===== config.mk =====
export PLATFORM = sky130hd
export DESIGN_NAME = piece_move_scheduler
export DESIGN_NICKNAME = d
export VERILOG_FILES = /design/src/rtl/tetris_sched_pkg.sv /design/src/rtl/gravity_timer.sv /design/src/rtl/piece_move_scheduler.sv
export SDC_FILE = /design/constraint.sdc
export NUM_CORES = 1
export LEC_CHECK = 0
export CAP_MARGIN = 20
export CORE_MARGIN = 3
export CORE_UTILIZATION = 50
export CTS_CLUSTER_DIAMETER = 100
export DETAILED_ROUTE_END_ITERATION = 7
export MAX_ROUTING_LAYER = met4
export PLACE_DENSITY = 0.69
export SLEW_MARGIN = 20
export SYNTH_ARGS = -nofsm -noshare
export SYNTH_HDL_FRONTEND = slang
export SYNTH_SLANG_ARGS = --single-unit

===== constraint.sdc =====
create_clock -name clock -period 4.1 [get_ports clock]
set_clock_uncertainty 0.2 [all_clocks]
set_input_delay 0.615 -clock clock [delete_from_list [all_inputs] [get_ports clock]]
set_output_delay 0.615 -clock clock [all_outputs]
set_load 0.01 [all_outputs]

===== src/rtl/tetris_sched_pkg.sv =====
// Shared encodings for the piece move scheduler: command opcodes, FSM states and timer width.
// Build option: PIECE_LOCK_DELAY_EN adds the LOCKWAIT state (lock delay counted in gravity ticks).
package tetris_sched_pkg;

    localparam int TIMER_W = 24;

    typedef enum logic [2:0] {
        OP_NOP    = 3'd0,
        OP_LEFT   = 3'd1,
        OP_RIGHT  = 3'd2,
        OP_ROTATE = 3'd3,
        OP_DOWN   = 3'd4,
        OP_LOCK   = 3'd5,
        OP_SPAWN  = 3'd6
    } cmd_op_e;

    typedef enum logic [2:0] {
        ST_SPAWN    = 3'd0,
        ST_RUN      = 3'd1,
        ST_ISSUE    = 3'd2,
`ifdef PIECE_LOCK_DELAY_EN
        ST_LOCKWAIT = 3'd3,
`endif
        ST_LOCK     = 3'd4,
        ST_HALT     = 3'd5
    } state_e;

    // Saturating period: never wraps below MIN_PERIOD even when level*step exceeds base.
    function automatic logic [TIMER_W-1:0] grav_period(
        input logic [3:0]         level,
        input logic [TIMER_W-1:0] base,
        input logic [TIMER_W-1:0] step,
        input logic [TIMER_W-1:0] min_p
    );
        logic [TIMER_W+3:0] dec;
        logic [TIMER_W+3:0] base_x;
        dec    = {4'd0, step} * {{TIMER_W{1'b0}}, level};
        base_x = {4'd0, base};
        if ((base_x > dec) && ((base_x - dec) > {4'd0, min_p}))
            return base - dec[TIMER_W-1:0];
        else
            return min_p;
    endfunction

endpackage


===== src/rtl/gravity_timer.sv =====
// Level-scaled gravity down-counter: counts period-1..0, pulses o_tick at 0 and reloads.
// Frozen by i_freeze; i_reload (soft drop) restarts the period without an extra tick.
module gravity_timer
    import tetris_sched_pkg::*;
#(
    parameter logic [TIMER_W-1:0] BASE_PERIOD = 24'd5_000_000,
    parameter logic [TIMER_W-1:0] LEVEL_STEP  = 24'd400_000,
    parameter logic [TIMER_W-1:0] MIN_PERIOD  = 24'd500_000
)(
    input  logic       clock,
    input  logic       resetn,
    input  logic [3:0] i_level,
    input  logic       i_freeze,
    input  logic       i_reload,
    output logic       o_tick
);

    localparam logic [TIMER_W-1:0] RESET_PERIOD =
        grav_period(4'd0, BASE_PERIOD, LEVEL_STEP, MIN_PERIOD);
    localparam logic [TIMER_W-1:0] RESET_LOAD =
        (RESET_PERIOD == '0) ? '0 : RESET_PERIOD - 24'd1;

    logic [TIMER_W-1:0] r_count;
    logic [TIMER_W-1:0] w_period;
    logic [TIMER_W-1:0] w_reload_val;
    logic               w_tick;

    assign w_period     = grav_period(i_level, BASE_PERIOD, LEVEL_STEP, MIN_PERIOD);
    assign w_reload_val = (w_period == '0) ? '0 : w_period - 24'd1;
    assign w_tick       = ~i_freeze & (r_count == '0);
    assign o_tick       = w_tick;

    // NOTE: state registers use non-blocking assignments so every flop samples pre-edge values.
    always_ff @(posedge clock or negedge resetn) begin
        if (!resetn) begin
            r_count <= RESET_LOAD;
        end else if (!i_freeze) begin
            if (w_tick || i_reload)
                r_count <= w_reload_val;
            else
                r_count <= r_count - 24'd1;
        end
    end

endmodule


===== src/rtl/piece_move_scheduler.sv =====
// Merges move/rotate/drop/gravity requests into one valid/ready command stream and runs the
// piece lifecycle (spawn, move, lock, respawn, halt). Build option: PIECE_LOCK_DELAY_EN.
module piece_move_scheduler
    import tetris_sched_pkg::*;
#(
    parameter logic [TIMER_W-1:0] BASE_PERIOD = 24'd5_000_000,
    parameter logic [TIMER_W-1:0] LEVEL_STEP  = 24'd400_000,
    parameter logic [TIMER_W-1:0] MIN_PERIOD  = 24'd500_000,
    parameter logic [1:0]         LOCK_TICKS  = 2'd2
)(
    input  logic       clock,
    input  logic       resetn,
    input  logic       left_req,
    input  logic       right_req,
    input  logic       rotate_req,
    input  logic       drop_req,
    input  logic [3:0] level,
    input  logic       pause,
    input  logic       game_over,
    input  logic       cmd_ready,
    input  logic       cmd_blocked,
    output logic       cmd_valid,
    output logic [2:0] cmd_op,
    output logic       grav_tick,
    output logic       halted
);

    state_e  r_state;
    state_e  w_next_state;
    cmd_op_e r_op;
    cmd_op_e w_pick_op;
    cmd_op_e w_cmd_op;
    logic    r_started;
    logic    r_pend_l, r_pend_r, r_pend_rot, r_pend_dn;
    logic    w_accept, w_left, w_right, w_rot, w_drop;
    logic    w_tick, w_freeze, w_xfer, w_cmd_valid;
    logic    w_serve, w_lr_cancel, w_pick_valid, w_start;
    logic    w_done, w_clear_all;

    // Requests are dropped, not deferred, while paused or halted.
    assign w_accept = ~pause & (r_state != ST_HALT);
    assign w_left   = left_req   & w_accept;
    assign w_right  = right_req  & w_accept;
    assign w_rot    = rotate_req & w_accept;
    assign w_drop   = drop_req   & w_accept;
    assign w_freeze = pause | (r_state == ST_HALT);
    assign w_xfer   = w_cmd_valid & cmd_ready;

`ifdef PIECE_LOCK_DELAY_EN
    logic       r_lw_active;
    logic       r_lw_drop;
    logic [1:0] r_lw_ticks;
    assign w_serve = ~pause & ((r_state == ST_RUN) || (r_state == ST_LOCKWAIT));
`else
    logic w_unused_cfg;
    assign w_unused_cfg = ^LOCK_TICKS;
    assign w_serve      = ~pause & (r_state == ST_RUN);
`endif

    assign w_lr_cancel = w_serve & r_pend_l & r_pend_r;
    assign w_done      = w_xfer & (r_state == ST_ISSUE);
    assign w_clear_all = w_xfer & (r_state == ST_LOCK);
    assign w_start     = (w_next_state == ST_ISSUE) && (r_state != ST_ISSUE);

    gravity_timer #(
        .BASE_PERIOD (BASE_PERIOD),
        .LEVEL_STEP  (LEVEL_STEP),
        .MIN_PERIOD  (MIN_PERIOD)
    ) u_gravity_timer (
        .clock    (clock),
        .resetn   (resetn),
        .i_level  (level),
        .i_freeze (w_freeze),
        .i_reload (w_drop),
        .o_tick   (w_tick)
    );

    // DOWN is only eligible from RUN; a simultaneous LEFT+RIGHT pair cancels out.
    // NOTE: every always_comb output gets a default first so no path can infer a latch.
    always_comb begin
        w_pick_valid = 1'b1;
        w_pick_op    = OP_NOP;
        if (r_pend_dn && (r_state == ST_RUN))
            w_pick_op = OP_DOWN;
        else if (r_pend_rot)
            w_pick_op = OP_ROTATE;
        else if (r_pend_l && !r_pend_r)
            w_pick_op = OP_LEFT;
        else if (r_pend_r && !r_pend_l)
            w_pick_op = OP_RIGHT;
        else
            w_pick_valid = 1'b0;
    end

    always_ff @(posedge clock or negedge resetn) begin
        if (!resetn)
            r_state <= ST_SPAWN;
        else
            r_state <= w_next_state;
    end

    always_comb begin
        w_next_state = r_state;
        case (r_state)
            ST_SPAWN: if (w_xfer) w_next_state = game_over ? ST_HALT : ST_RUN;
            ST_RUN:   if (w_serve && w_pick_valid) w_next_state = ST_ISSUE;
            ST_ISSUE: begin
                if (w_xfer) begin
`ifdef PIECE_LOCK_DELAY_EN
                    if ((r_op == OP_DOWN) && cmd_blocked)
                        w_next_state = ST_LOCKWAIT;
                    else
                        w_next_state = r_lw_active ? ST_LOCKWAIT : ST_RUN;
`else
                    if ((r_op == OP_DOWN) && cmd_blocked)
                        w_next_state = ST_LOCK;
                    else
                        w_next_state = ST_RUN;
`endif
                end
            end
`ifdef PIECE_LOCK_DELAY_EN
            ST_LOCKWAIT: begin
                if ((r_lw_ticks >= LOCK_TICKS) || r_lw_drop || w_drop)
                    w_next_state = ST_LOCK;
                else if (w_serve && w_pick_valid)
                    w_next_state = ST_ISSUE;
            end
`endif
            ST_LOCK:  if (w_xfer) w_next_state = ST_SPAWN;
            ST_HALT:  w_next_state = ST_HALT;
            default:  w_next_state = ST_SPAWN;
        endcase
    end

    // r_started keeps cmd_valid low until the first edge after reset release.
    always_comb begin
        w_cmd_valid = 1'b0;
        w_cmd_op    = OP_NOP;
        halted      = 1'b0;
        case (r_state)
            ST_SPAWN: begin
                w_cmd_valid = r_started;
                w_cmd_op    = r_started ? OP_SPAWN : OP_NOP;
            end
            ST_ISSUE: begin
                w_cmd_valid = 1'b1;
                w_cmd_op    = r_op;
            end
            ST_LOCK: begin
                w_cmd_valid = 1'b1;
                w_cmd_op    = OP_LOCK;
            end
            ST_HALT:  halted = 1'b1;
            default:  ;
        endcase
    end

    assign cmd_valid = w_cmd_valid;
    assign cmd_op    = w_cmd_op;
    assign grav_tick = w_tick;

    // A new request in a transfer cycle wins over that transfer's flag clear.
    always_ff @(posedge clock or negedge resetn) begin
        if (!resetn) begin
            r_started  <= 1'b0;
            r_op       <= OP_NOP;
            r_pend_l   <= 1'b0;
            r_pend_r   <= 1'b0;
            r_pend_rot <= 1'b0;
            r_pend_dn  <= 1'b0;
        end else begin
            r_started <= 1'b1;
            if (w_start)
                r_op <= w_pick_op;
            if (w_clear_all) begin
                r_pend_l   <= 1'b0;
                r_pend_r   <= 1'b0;
                r_pend_rot <= 1'b0;
                r_pend_dn  <= 1'b0;
            end else begin
                r_pend_l   <= w_left  | (r_pend_l & ~w_lr_cancel & ~(w_done && (r_op == OP_LEFT)));
                r_pend_r   <= w_right | (r_pend_r & ~w_lr_cancel & ~(w_done && (r_op == OP_RIGHT)));
                r_pend_rot <= w_rot   | (r_pend_rot & ~(w_done && (r_op == OP_ROTATE)));
                r_pend_dn  <= w_drop  | w_tick | (r_pend_dn & ~(w_done && (r_op == OP_DOWN)));
            end
        end
    end

`ifdef PIECE_LOCK_DELAY_EN
    // Lock-delay bookkeeping spans LOCKWAIT and any side-move ISSUE served from it.
    always_ff @(posedge clock or negedge resetn) begin
        if (!resetn) begin
            r_lw_active <= 1'b0;
            r_lw_drop   <= 1'b0;
            r_lw_ticks  <= 2'd0;
        end else if ((w_next_state == ST_LOCKWAIT) && (r_state == ST_ISSUE) && !r_lw_active) begin
            r_lw_active <= 1'b1;
            r_lw_drop   <= 1'b0;
            r_lw_ticks  <= 2'd0;
        end else if (r_lw_active) begin
            if (w_next_state == ST_LOCK)
                r_lw_active <= 1'b0;
            if (w_tick && (r_lw_ticks != 2'd3))
                r_lw_ticks <= r_lw_ticks + 2'd1;
            if (w_drop)
                r_lw_drop <= 1'b1;
        end
    end
`endif

endmodule


==> flow_summary.html <==
<table>
<tr><th>Metric</th><th>Value</th></tr>
<tr><th colspan="2">Critical path</th></tr>
<tr><td>Total number of cells along the worst setup path</td><td>18</td></tr>
<tr><td>Critical path peak fanout</td><td>7</td></tr>
<tr><td>Worst path slowest cell</td><td>sky130_fd_sc_hd__a2111o_1</td></tr>
<tr><td>Startpoint-to-endpoint class of the critical path</td><td>input port to flop</td></tr>
<tr><td>Kind of cell adding the most delay to the critical path</td><td>compound AO/OA/AOI/OAI gates</td></tr>
<tr><td>Data required, critical path</td><td>~4.1 ns</td></tr>
<tr><td>Cell count of the worst reg-to-reg path</td><td>9</td></tr>
<tr><td>Worst stage delay on the critical path</td><td>~0.38 ns</td></tr>
<tr><td>Crit path launch type</td><td>input port</td></tr>
<tr><td>CP Data Arrival Time</td><td>approximately 4.0 ns</td></tr>
<tr><td>Number of buffer and inverter stages on the critical path</td><td>4</td></tr>
<tr><td>Critical Path Sink Type</td><td>flop</td></tr>
<tr><td>Critical path, cell by cell</td><td>buf_2 &gt; ha_2 &gt; xor2_1 &gt; ha_1 &gt; a21o_1 &gt; ha_4 &gt; buf_4 &gt; xnor2_2 &gt; o21a_2 &gt; a211oi_4 &gt; a211oi_4 &gt; buf_6 &gt; a2111o_1 &gt; o211ai_1 &gt; xnor2_2 &gt; buf_6 &gt; a31oi_4 &gt; a221o_1</td></tr>
<tr><th colspan="2">Worst hold path</th></tr>
<tr><td>Worst hold stages</td><td>2</td></tr>
<tr><td>Type of the most critical hold path</td><td>flop to flop</td></tr>
<tr><th colspan="2">Floorplan</th></tr>
<tr><td>Die outline height</td><td>approximately 86 um</td></tr>
<tr><td>Starting utilization of the core area</td><td>0.5303</td></tr>
<tr><td>Placement Rows</td><td>28</td></tr>
<tr><td>Area of the die</td><td>~0.0074 mm^2</td></tr>
<tr><td>Horizontal die dimension</td><td>86.18 um</td></tr>
<tr><td>Total core area</td><td>around 0.0061 mm^2</td></tr>
<tr><td>Number of ports placed on the die boundary</td><td>20</td></tr>
<tr><th colspan="2">STA</th></tr>
<tr><td>Endpoints failing setup</td><td>0</td></tr>
<tr><td>Maximum clock rate</td><td>approximately 250 MHz</td></tr>
<tr><td>Worst hold-check slack</td><td>~0.29 ns</td></tr>
<tr><td>Fin. max-slew vios</td><td>0</td></tr>
<tr><td>Worst Tran Pin Value</td><td>around 0.69 ns</td></tr>
<tr><td>Slew HR</td><td>0.5411</td></tr>
<tr><td>Min Clock Period, post-route</td><td>4.024 ns</td></tr>
<tr><td>Share of the clock period used by the worst path after layout</td><td>0.9815</td></tr>
<tr><td>Final hold violation count</td><td>0</td></tr>
<tr><th colspan="2">Logic synthesis</th></tr>
<tr><td>Top-area cell type share of the netlist area</td><td>0.1713</td></tr>
<tr><td>Warning count from the yosys run</td><td>0</td></tr>
<tr><td>Distinct cell type count after synthesis</td><td>70</td></tr>
<tr><td>Post-synthesis sequential area ratio</td><td>0.2775</td></tr>
<tr><td>Top area cells in the synthesized netlist</td><td>sky130_fd_sc_hd__dfrtp_1 17%, sky130_fd_sc_hd__dfstp_2 11%, sky130_fd_sc_hd__ha_1 8.2%</td></tr>
<tr><td>Number of flip-flops and latches in the synthesized netlist</td><td>35</td></tr>
<tr><td>Number of nets in the synthesized netlist</td><td>about 410</td></tr>
<tr><td>EDFF count, synth</td><td>0</td></tr>
<tr><td>Post-synth top flop</td><td>sky130_fd_sc_hd__dfrtp_1</td></tr>
<tr><td>Commonest cells post-synth</td><td>34 x sky130_fd_sc_hd__nor2_1, 33 x sky130_fd_sc_hd__nand2_1, 26 x sky130_fd_sc_hd__a21oi_1</td></tr>
<tr><td>Synthesized netlist cell count</td><td>379</td></tr>
<tr><td>Cell taking the most area after synthesis</td><td>sky130_fd_sc_hd__dfrtp_1</td></tr>
<tr><td>Cell with the most instances after synthesis</td><td>sky130_fd_sc_hd__nor2_1</td></tr>
<tr><td>Share of synthesized registers carrying an async set or reset</td><td>1.000</td></tr>
<tr><td>Cell area after technology mapping</td><td>about 0.0032 mm^2</td></tr>
<tr><td>Mean Syn Cell Area</td><td>between 8 and 9 um^2</td></tr>
<tr><th colspan="2">Clock network</th></tr>
<tr><td>Clock-pin slew on the worst setup and hold paths</td><td>~0.070 ns</td></tr>
<tr><td>Clock buffer count from CTS</td><td>5</td></tr>
<tr><td>Clock tree from TritonCTS</td><td>done</td></tr>
<tr><td>H-Tree Depth</td><td>2</td></tr>
<tr><td>Maximum buffer depth of the clock tree</td><td>2</td></tr>
<tr><td>Clock sink count</td><td>35</td></tr>
<tr><td>Root buffer selected by CTS</td><td>sky130_fd_sc_hd__clkbuf_8</td></tr>
<tr><td>Worst-skew pair later-pin latency</td><td>between 0.2 and 0.3 ns</td></tr>
<tr><th colspan="2">Placement</th></tr>
<tr><td>PortBufs</td><td>19</td></tr>
<tr><td>Detailed placer's ending HPWL</td><td>about 5900 um</td></tr>
<tr><td>Count of placed standard cells including taps</td><td>approximately 530</td></tr>
<tr><td>Global placement routability congestion</td><td>0.8974</td></tr>
<tr><td>DP Area</td><td>around 0.0040 mm^2</td></tr>
<tr><th colspan="2">Routing</th></tr>
<tr><td>DRT Pass-1 Iters</td><td>4</td></tr>
<tr><td>Via count</td><td>roughly 3200</td></tr>
<tr><td>Starting DRC count in detailed routing</td><td>173</td></tr>
<tr><td>Count of antenna-violating nets left after detailed routing</td><td>0</td></tr>
<tr><td>Wirelength, routed</td><td>roughly 8400 um</td></tr>
<tr><td>Number of DRC violations after detailed routing</td><td>0</td></tr>
<tr><td>Via/cell ratio</td><td>between 5 and 6</td></tr>
<tr><td>Routed len/inst</td><td>approximately 15 um</td></tr>
<tr><th colspan="2">Layout</th></tr>
<tr><td>Area growth, synth to finish</td><td>37.25%</td></tr>
<tr><td>Antenna Diode Count</td><td>0</td></tr>
<tr><td>Non-filler cells, final</td><td>approximately 550</td></tr>
<tr><td>Final net count</td><td>512</td></tr>
<tr><td>Final Cell Area</td><td>roughly 0.0044 mm^2</td></tr>
<tr><td>Number of filler cells placed in the layout</td><td>466</td></tr>
<tr><td>Share of final-layout standard cells stronger than drive strength 1</td><td>0.3368</td></tr>
<tr><th colspan="2">Global routing</th></tr>
<tr><td>Via count of the first global-routing pass</td><td>between 3000 and 4000</td></tr>
<tr><td>Number of antenna violations at the first check in global routing</td><td>0</td></tr>
<tr><td>Total GRT Usage</td><td>0.2307</td></tr>
<tr><td>Remaining Overflow, GRT</td><td>0</td></tr>
<tr><td>Largest net degree at the start of global routing</td><td>36</td></tr>
<tr><td>Wire length of the first global-routing pass</td><td>13740 um</td></tr>
<tr><th colspan="2">Power</th></tr>
<tr><td>PnR Total Power</td><td>roughly 2100 uW</td></tr>
<tr><td>Fraction of power spent switching nets</td><td>0.4082</td></tr>
<tr><td>Logic pwr share</td><td>0.548</td></tr>
<tr><td>Pint</td><td>1217 uW</td></tr>
<tr><td>Max rail drop VDD</td><td>around 350 uV</td></tr>
<tr><td>Power per cell area</td><td>between 400 and 500 mW/mm^2</td></tr>
<tr><td>Clk network pwr share</td><td>0.117</td></tr>
<tr><td>Leak</td><td>0.001790 uW</td></tr>
<tr><td>Switching power total</td><td>between 800 and 900 uW</td></tr>
<tr><td>Proportion of power drawn by flip-flops and latches</td><td>0.335</td></tr>
<tr><th colspan="2">Run status</th></tr>
<tr><td>Run status</td><td>complete, no violations</td></tr>
<tr><th colspan="2">Flow run</th></tr>
<tr><td>Max-capacitance violation count</td><td>0</td></tr>
</table>
## flip-flops by register name (all words and copies together) (netlist names)
signal                   cells
u_gravity_timer.r_count     24
r_op                         3
r_state                      3
r_pend_dn                    1
r_pend_l                     1
r_pend_r                     1
r_pend_rot                   1
r_started                    1
## through the flow
step                      utilization  setup TNS, ns  setup WS [ns]
after floorplan                     -              0        0.01994
final                          0.7279              0        0.07597
after global routing           0.7279        -0.1234       -0.06029
after CTS                      0.6943              0       0.009684
after global placement         0.6542         -8.052        -0.6121
after detailed placement       0.6542         -10.63        -0.7590
## worst register-to-register path, cell delays in order, from the launching register on
cell	delay, ns
sky130_fd_sc_hd__dfrtp_1	0.40
sky130_fd_sc_hd__or3_1	0.39
sky130_fd_sc_hd__or4_1	0.44
sky130_fd_sc_hd__or4_4	0.47
sky130_fd_sc_hd__nor3_2	0.24
sky130_fd_sc_hd__o21a_2	0.27
sky130_fd_sc_hd__buf_4	0.22
sky130_fd_sc_hd__nor2_1	0.16
sky130_fd_sc_hd__and3_1	0.22
sky130_fd_sc_hd__a221o_1	0.25
## kinds of logic after synthesis
| logic type | after synthesis | share of synthesized area |
|---|---|---|
| AO/OA/AOI/OAI | 113 | 0.2608 |
| XOR/XNOR | 31 | 0.09965 |
| adder cells (fa/ha/maj) | 21 | 0.08174 |
| buffers and inverters | 29 | 0.03698 |
| flip-flops | 35 | 0.2775 |
| multiplexers | 2 | 0.006228 |
| other | 1 | 0.001167 |
| AND/OR/NAND/NOR | 147 | 0.2359 |
## final timing paths
path	from	to	slack, ns
worst max-delay path	level[3]	u_gravity_timer.r_count[7]$_DFFE_PN0N_	0.08
worst min-delay path	u_gravity_timer.r_count[22]$_DFFE_PN1N_	u_gravity_timer.r_count[22]$_DFFE_PN1N_	0.29
worst max register to register	u_gravity_timer.r_count[15]$_DFFE_PN0N_	u_gravity_timer.r_count[14]$_DFFE_PN1N_	0.77
worst min register to register	u_gravity_timer.r_count[22]$_DFFE_PN1N_	u_gravity_timer.r_count[22]$_DFFE_PN1N_	0.29
max in group asynchronous	resetn	u_gravity_timer.r_count[14]$_DFFE_PN1N_	2.81
min in group asynchronous	resetn	r_started$_DFF_PN0_	0.55
## placed cells by master, fill, tap and decap left out, types with 4 or more instances in the layout
cell	instances
sky130_fd_sc_hd__nand2_1	33
sky130_fd_sc_hd__a22oi_1	5
sky130_fd_sc_hd__a221o_1	5
sky130_fd_sc_hd__nor2b_1	5
sky130_fd_sc_hd__clkdlybuf4s50_1	15
sky130_fd_sc_hd__nor4_1	5
sky130_fd_sc_hd__nand3_1	13
sky130_fd_sc_hd__nand4_1	5
sky130_fd_sc_hd__nor2_1	34
sky130_fd_sc_hd__clkbuf_8	5
sky130_fd_sc_hd__a21oi_1	22
sky130_fd_sc_hd__xnor2_1	11
sky130_fd_sc_hd__and3_1	4
sky130_fd_sc_hd__ha_4	7
sky130_fd_sc_hd__ha_1	13
sky130_fd_sc_hd__a21oi_2	4
sky130_fd_sc_hd__dfstp_2	13
sky130_fd_sc_hd__nand3b_1	4
sky130_fd_sc_hd__dfrtp_1	22
sky130_fd_sc_hd__a31oi_1	4
sky130_fd_sc_hd__nor3_1	16
sky130_fd_sc_hd__xor2_1	13
sky130_fd_sc_hd__inv_1	15
sky130_fd_sc_hd__o21ai_0	24
sky130_fd_sc_hd__a211o_1	5
sky130_fd_sc_hd__buf_6	4
sky130_fd_sc_hd__buf_4	77
## layout make-up
cell class,count,area [um^2],area share
multi-input cells,316,2456,0.5567
flip-flops and latches,35,892.1,0.2022
repair buffers,101,820.8,0.1860
well taps,75,93.84,0.02127
clock buffers,7,76.32,0.01730
inverters,18,67.56,0.01531
clock inverters,1,5.005,0.001134
## power groups by stage
stage          logic (uW)  clock network [uW]  registers (uW)
3_5_place_dp          988                   0             686
6_report             1130                 241             688
5_1_grt              1250                 261             713
3_3_place_gp          961                   0             683
2_1_floorplan         660                   0             632
4_1_cts              1050                 249             682
## per-layer routing
| layer | share of wire | track usage | wire length, um |
|---|---|---|---|
| met1 | 0.41 | 0.2694 | 3463 |
| met2 | 0.53 | 0.4233 | 4467 |
| met3 | 0.041 | 0.01901 | 339 |
| met4 | 0.011 | 0.06516 | 94 |
| met5 | 0 | - | 0 |
## repair_timing
item	in CTS	in global routing
gates resized for setup	24	29
buffers inserted	4	9
pin swaps	20	18
hold endpoints to repair	0	0
cloned	1	0
hold buffers	0	0
endpoints found under the setup margin	15	15
Note: power is estimated with default switching activity, not from simulation.
